File: config.mk
export PLATFORM = sky130hd
export DESIGN_NAME = imem_port_arbiter
export DESIGN_NICKNAME = d
export VERILOG_FILES = /design/src/rtl/imem_arb_pkg.sv /design/src/rtl/imem_starve_ctr.sv /design/src/rtl/imem_port_arbiter.sv
export SDC_FILE = /design/constraint.sdc
export NUM_CORES = 1
export LEC_CHECK = 0
export BUFFER_PORTS_ARGS = -buffer_cell sky130_fd_sc_hd__buf_2
export CAP_MARGIN = 0
export CELL_PAD_IN_SITES_DETAIL_PLACEMENT = 0
export CELL_PAD_IN_SITES_GLOBAL_PLACEMENT = 1
export CORE_MARGIN = 2
export CORE_UTILIZATION = 32
export DETAILED_ROUTE_END_ITERATION = 10
export PLACE_DENSITY = 0.85
export SYNTH_ARGS = -nofsm -noshare
export SYNTH_HDL_FRONTEND = slang
export SYNTH_SLANG_ARGS = --single-unit
File: constraint.sdc
create_clock -name clk -period 1.89 [get_ports clk]
set_input_delay 0.189 -clock clk [delete_from_list [all_inputs] [get_ports clk]]
set_output_delay 0.189 -clock clk [all_outputs]
set_load 0.05 [all_outputs]
File: src/rtl/imem_arb_pkg.sv
// Shared types and defaults for the instruction-memory port arbiter.
// The counter width bounds READ_LAT and STARVE_LIMIT to 1..15.
package imem_arb_pkg;

    localparam int DEF_ADDR_W       = 8;
    localparam int DEF_DATA_W       = 32;
    localparam int DEF_READ_LAT     = 2;
    localparam int DEF_STARVE_LIMIT = 4;
    localparam int CNT_W            = 4;

    typedef enum logic [1:0] {
        ST_IDLE = 2'd0,
        ST_WAIT = 2'd1,
        ST_RESP = 2'd2
    } arb_state_e;

    localparam logic OWN_FETCH = 1'b0;
    localparam logic OWN_DBG   = 1'b1;

    function automatic logic [CNT_W-1:0] sat_inc(input logic [CNT_W-1:0] val,
                                                 input logic [CNT_W-1:0] lim);
        return (val >= lim) ? lim : val + CNT_W'(1);
    endfunction

endpackage

File: src/rtl/imem_starve_ctr.sv
// Saturating count of accepting cycles in which a waiting debug request lost
// arbitration; limit_hit forces the next grant to debug.
module imem_starve_ctr
    import imem_arb_pkg::*;
#(
    parameter int LIMIT = DEF_STARVE_LIMIT
) (
    input  logic clk,
    input  logic reset,
    input  logic inc,
    input  logic clr,
    output logic limit_hit
);

    localparam logic [CNT_W-1:0] LIMIT_C = CNT_W'(LIMIT);

    logic [CNT_W-1:0] cnt_q;
    logic [CNT_W-1:0] cnt_d;

    always_comb begin
        cnt_d = cnt_q;
        if (clr) begin
            cnt_d = '0;
        end else if (inc) begin
            cnt_d = sat_inc(cnt_q, LIMIT_C);
        end
    end

    always_ff @(posedge clk) begin
        if (reset) begin
            cnt_q <= '0;
        end else begin
            cnt_q <= cnt_d;
        end
    end

    assign limit_hit = (cnt_q == LIMIT_C);

endmodule

File: src/rtl/imem_port_arbiter.sv
// Shares the instruction-memory read port between fetch (priority) and debug,
// sequencing each access through IDLE -> WAIT (READ_LAT cycles) -> RESP.
module imem_port_arbiter
    import imem_arb_pkg::*;
#(
    parameter int ADDR_W       = DEF_ADDR_W,
    parameter int DATA_W       = DEF_DATA_W,
    parameter int READ_LAT     = DEF_READ_LAT,
    parameter int STARVE_LIMIT = DEF_STARVE_LIMIT
) (
    input  logic              clk,
    input  logic              reset,
    input  logic              f_req_valid,
    input  logic [ADDR_W-1:0] f_req_addr,
    output logic              f_req_ready,
    input  logic              f_flush,
    output logic              f_rsp_valid,
    output logic [DATA_W-1:0] f_rsp_data,
    input  logic              d_req_valid,
    input  logic [ADDR_W-1:0] d_req_addr,
    output logic              d_req_ready,
    output logic              d_rsp_valid,
    output logic [DATA_W-1:0] d_rsp_data,
    output logic              mem_read,
    output logic [ADDR_W-1:0] mem_addr,
    input  logic [DATA_W-1:0] mem_rdata,
    output logic              busy
);

    localparam logic [CNT_W-1:0] LAT_C = CNT_W'(READ_LAT);

    arb_state_e        state_q, state_d;
    logic [CNT_W-1:0]  lat_q,   lat_d;
    logic              owner_q, owner_d;
    logic              kill_q,  kill_d;
    logic [ADDR_W-1:0] addr_q,  addr_d;
    logic [DATA_W-1:0] data_q,  data_d;

    logic accepting;
    logic dbg_wins;
    logic limit_hit;
    logic f_hs;
    logic d_hs;
    logic hs;

    // Debug wins when fetch is absent or debug has starved long enough.
    assign accepting   = (state_q != ST_WAIT);
    assign dbg_wins    = limit_hit | ~f_req_valid;
    assign f_req_ready = accepting & f_req_valid & ~dbg_wins;
    assign d_req_ready = accepting & d_req_valid & dbg_wins;
    assign f_hs        = f_req_valid & f_req_ready;
    assign d_hs        = d_req_valid & d_req_ready;
    assign hs          = f_hs | d_hs;

    imem_starve_ctr #(
        .LIMIT (STARVE_LIMIT)
    ) u_starve (
        .clk       (clk),
        .reset     (reset),
        .inc       (accepting & d_req_valid & ~d_hs),
        .clr       (~d_req_valid | d_hs),
        .limit_hit (limit_hit)
    );

    always_comb begin
        // NOTE: every next-state variable takes its current value first so no path leaves it unassigned and no latch is inferred.
        state_d = state_q;
        lat_d   = lat_q;
        owner_d = owner_q;
        kill_d  = kill_q;
        addr_d  = addr_q;
        data_d  = data_q;
        case (state_q)
            ST_IDLE, ST_RESP: begin
                if (hs) begin
                    state_d = ST_WAIT;
                    lat_d   = CNT_W'(1);
                    owner_d = d_hs ? OWN_DBG : OWN_FETCH;
                    kill_d  = 1'b0;
                    addr_d  = d_hs ? d_req_addr : f_req_addr;
                end else begin
                    state_d = ST_IDLE;
                end
            end
            ST_WAIT: begin
                if ((owner_q == OWN_FETCH) && f_flush) begin
                    kill_d = 1'b1;
                end
                // Last held cycle: the word is valid at this edge.
                if (lat_q == LAT_C) begin
                    state_d = ST_RESP;
                    lat_d   = '0;
                    data_d  = mem_rdata;
                end else begin
                    lat_d = lat_q + CNT_W'(1);
                end
            end
            default: begin
                state_d = ST_IDLE;
            end
        endcase
    end

    always_ff @(posedge clk) begin
        // NOTE: state registers use non-blocking assignment so every flop samples pre-edge values, independent of statement order.
        if (reset) begin
            state_q <= ST_IDLE;
            lat_q   <= '0;
            owner_q <= OWN_FETCH;
            kill_q  <= 1'b0;
            addr_q  <= '0;
            data_q  <= '0;
        end else begin
            state_q <= state_d;
            lat_q   <= lat_d;
            owner_q <= owner_d;
            kill_q  <= kill_d;
            addr_q  <= addr_d;
            data_q  <= data_d;
        end
    end

    assign mem_read    = (state_q == ST_WAIT);
    assign busy        = (state_q == ST_WAIT);
    assign mem_addr    = addr_q;
    assign f_rsp_valid = (state_q == ST_RESP) & (owner_q == OWN_FETCH) & ~kill_q;
    assign d_rsp_valid = (state_q == ST_RESP) & (owner_q == OWN_DBG);
    assign f_rsp_data  = data_q;
    assign d_rsp_data  = data_q;

endmodule

==> summary.md <==
| Metric | Value |
|---|---|
| Port buffer count | `130` |
| Register area share after synthesis | `39.54%` |
| GRT Resource Usage Total | `15.30%` |
| CORE AREA | `8093 um2` |
| Number of DRC markers in iteration 0 | `77` |
| Clk_lat worst skew | `0.30 ns` |
| Flop2flop setup slack | `0.30 ns` |
| Chip height | `94.70 um` |
| Worst vdd ir | `339.0 uV` |
| Largest net degree at the start of global routing | `30` |
| Worst r2r src | `lat_q[0]` |
| Crit Path Max Fanout | `3` |
| Crit path launch type | `register` |
| Initial antenna violation count | `0` |
| IO Count | `131` |
| Most frequent cells in the layout | `130 x buf_2, 52 x dfxtp_1, 45 x a21oi_1` |
| Critical setup path kind | `reg2out` |
| Crit path time final | `1.746 ns` |
| Syn nets | `360` |
| Cells after DPL | `490` |
| Power Total | `2.350 mW` |
| Hold EP | `d_rsp_data[17]` |
| Max-cap viol count | `0` |
| Synth unique cells | `42` |
| Req. time, crit path | `1.70 ns` |
| Syn Area/Cell | `8.688 um2` |
| Hold Startpoint | `mem_rdata[17]` |
| GP Congestion | `0.7469` |
| Ordered list of cells on the worst path | `inv_1, ha_1, nand3b_1, nand2_1, and3_1, buf_2` |
| Via density | `4.994` |
| Slowest stage cell, crit path | `dfxtp_1` |
| Detailed Routing Iterations Pass 1 | `4` |
| Hold WC Path Type | `in2reg` |
| Vias in the first global route | `2326` |
| Routed wire length | `6.796 mm` |
| Post-Syn Instances | `303` |
| Leak Pwr | `1.420 nW` |
| Hpwl dp | `4.830 mm` |
| Status | `complete, no violations` |
| Final Skew | `0.01755 ns` |
| Hold Vio Cnt, Final | `0` |
| Fmax | `572.6 MHz` |
| Final setup viols | `0` |
| Setup TNS | `0 ns` |
| Clock transition at the registers of the reported paths | `0.10 ns` |
| Initial core utilization | `32.53%` |
| Hold-fix buffers, CTS | `0` |
| Vias | `2487` |
| First-pass GRT wire length | `11.14 mm` |
| Total gr overflow | `0` |
| DRC errors left | `0` |
| CTS Buf Count | `5` |
| Most common cell after layout, fill and taps aside | `buf_2` |
| Reg-to-Reg End | `lat_q[0]` |
| Tightest Pin Transition | `0.3780 ns` |
| Synthesized flop and latch total | `52` |
| Unrepaired setup endpoints after global routing | `false` |
| Setup crit end kind | `output pin` |
| Final Instance Count excl. Fillers | `498` |
| Async SR Flop Fraction | `0%` |
| Hold Path Cell Cnt | `3` |
| Synth top area share | `39.54%` |
| Nets | `450` |
| Top post-synthesis cells by area | `dfxtp_1 40%, buf_4 11%, a21oi_1 8.6%` |
| Ys Warns | `0` |
| Ys flop type | `dfxtp_1` |
| Routed len/inst | `13.65 um` |
| Detail Route Antenna Nets | `0` |
| H-tree depth | `2` |
| Slew Limit Fails | `0` |
| Final Cycle Share | `92.40%` |
| CTS tree | `done` |
| FP Rows | `33` |
| Clk buf depth | `2` |
| Max incr delay on CP | `0.36 ns` |
| # diodes | `0` |
| Slew HR | `74.77%` |
| Layout cells sized above 1 | `42.75%` |
| PwrDens | `733.9 nW/um2` |
| Mapped cell area | `2633 um2` |
| Synthesis-to-layout area growth | `21.63%` |
| Die width | `94.70 um` |
| Area leader, netlist | `dfxtp_1` |
| Worst Reg-to-Reg Cells | `6` |
| Root Driver | `clkbuf_8` |
| TritonCTS Sinks | `52` |
| Number of synthesized flops with an enable pin | `0` |
| Worst Path Arrival | `1.56 ns` |
| Die Area | `8968 um2` |
[how the worst max path moves through the flow]
stage	slack, ns	cells past startpoint	from	to
2_1_floorplan	0.1	6	u_starve.cnt_q[0]	f_req_ready
3_3_place_gp	0.36	6	lat_q[0]	lat_q[0]
3_5_place_dp	0.32	6	lat_q[0]	lat_q[0]
4_1_cts	0.07	4	state_q[1]	d_req_ready
5_1_grt	0.002	6	u_starve.cnt_q[0]	d_req_ready
6_report	0.14	6	u_starve.cnt_q[0]	d_req_ready
[cells in the mapped netlist, types with 4 or more instances]
library cell and n:
a2111oi_2 9, a211oi_1 10, a21oi_1 45, buf_2 9, buf_4 37, buf_6 6
clkbuf_1 5, dfxtp_1 52, ha_1 4, inv_1 9, nand3_1 33, nor2_1 12
o21ai_0 15, o21ai_1 18
[routing by layer]
| layer | vias to the layer above | GRT usage, % | routed length, um |
|---|---|---|---|
| li1 | 1224 | - | - |
| met1 | 1171 | 19.79 | 3015 |
| met2 | 87 | 26.54 | 3270 |
| met3 | 5 | 2.793 | 446 |
| met4 | 0 | 3.261 | 63 |
| met5 | - | 0 | 0 |
[stage by stage]
stage / hold slack, ns / cell area, um2 / worst slack, ns / util (%)
floorplan: 0.2650 / 2639 / 0.09872 / -
global placement: 0.4442 / 3099 / 0.3616 / 38.30
detailed placement: 0.4477 / 3099 / 0.3153 / 38.30
CTS: 0.1104 / 3191 / 0.06591 / 39.42
global route: 0.1177 / 3202 / 0.002495 / 39.56
finish: 0.1223 / 3202 / 0.1436 / 39.56
[what timing repair did]
item	in CTS	in global routing
buffers inserted	0	1
setup endpoints to repair	0	1
gates resized for setup	0	1
[critical path: cells and delay by family (launching register included)]
kind,cells,cell delay [ns]
and+or+nand+nor,3,0.41
DFF,1,0.36
buffers and inverters,2,0.27
adders and majority gates,1,0.22
[kinds of logic (layout without fill, tap and decap cells)]
family / after synthesis / count (layout) / share of synthesized area (%)
flops: 52 / 52 / 39.54
simple gates: 69 / 69 / 14.35
xor+xnor: 1 / 1 / 0.3328
fa+ha+maj: 4 / 4 / 1.901
compound gates: 106 / 106 / 26.28
buf+inv: 71 / 161 / 17.59
[power by group]
| part | switching (mW) | internal [mW] | leakage [nW] |
|---|---|---|---|
| logic | 0.374 | 0.161 | 0.951 |
| registers | 0.0261 | 1.13 | 0.422 |
| clock network | 0.363 | 0.293 | 0.0473 |
| total | 0.762 | 1.59 | 1.42 |
[final cells by class]
class	instances	area [um2]
Clock buffer	6	82.58
Clock inverter	1	8.758
Fill cell	867	4891
Inverter	10	37.54
Multi-Input combinational cell	180	1141
Sequential cell	52	1041
Tap cell	105	131.4
Timing Repair Buffer	144	759.5
[sequential cells by signal, summed over array words and instances, names as in the netlist]
signal	flops
kill_q	1
lat_q	4
d_rsp_data	32
state_q	2
u_starve.cnt_q	4
mem_addr	8
owner_q	1
Note: power is estimated with default switching activity, not from simulation.
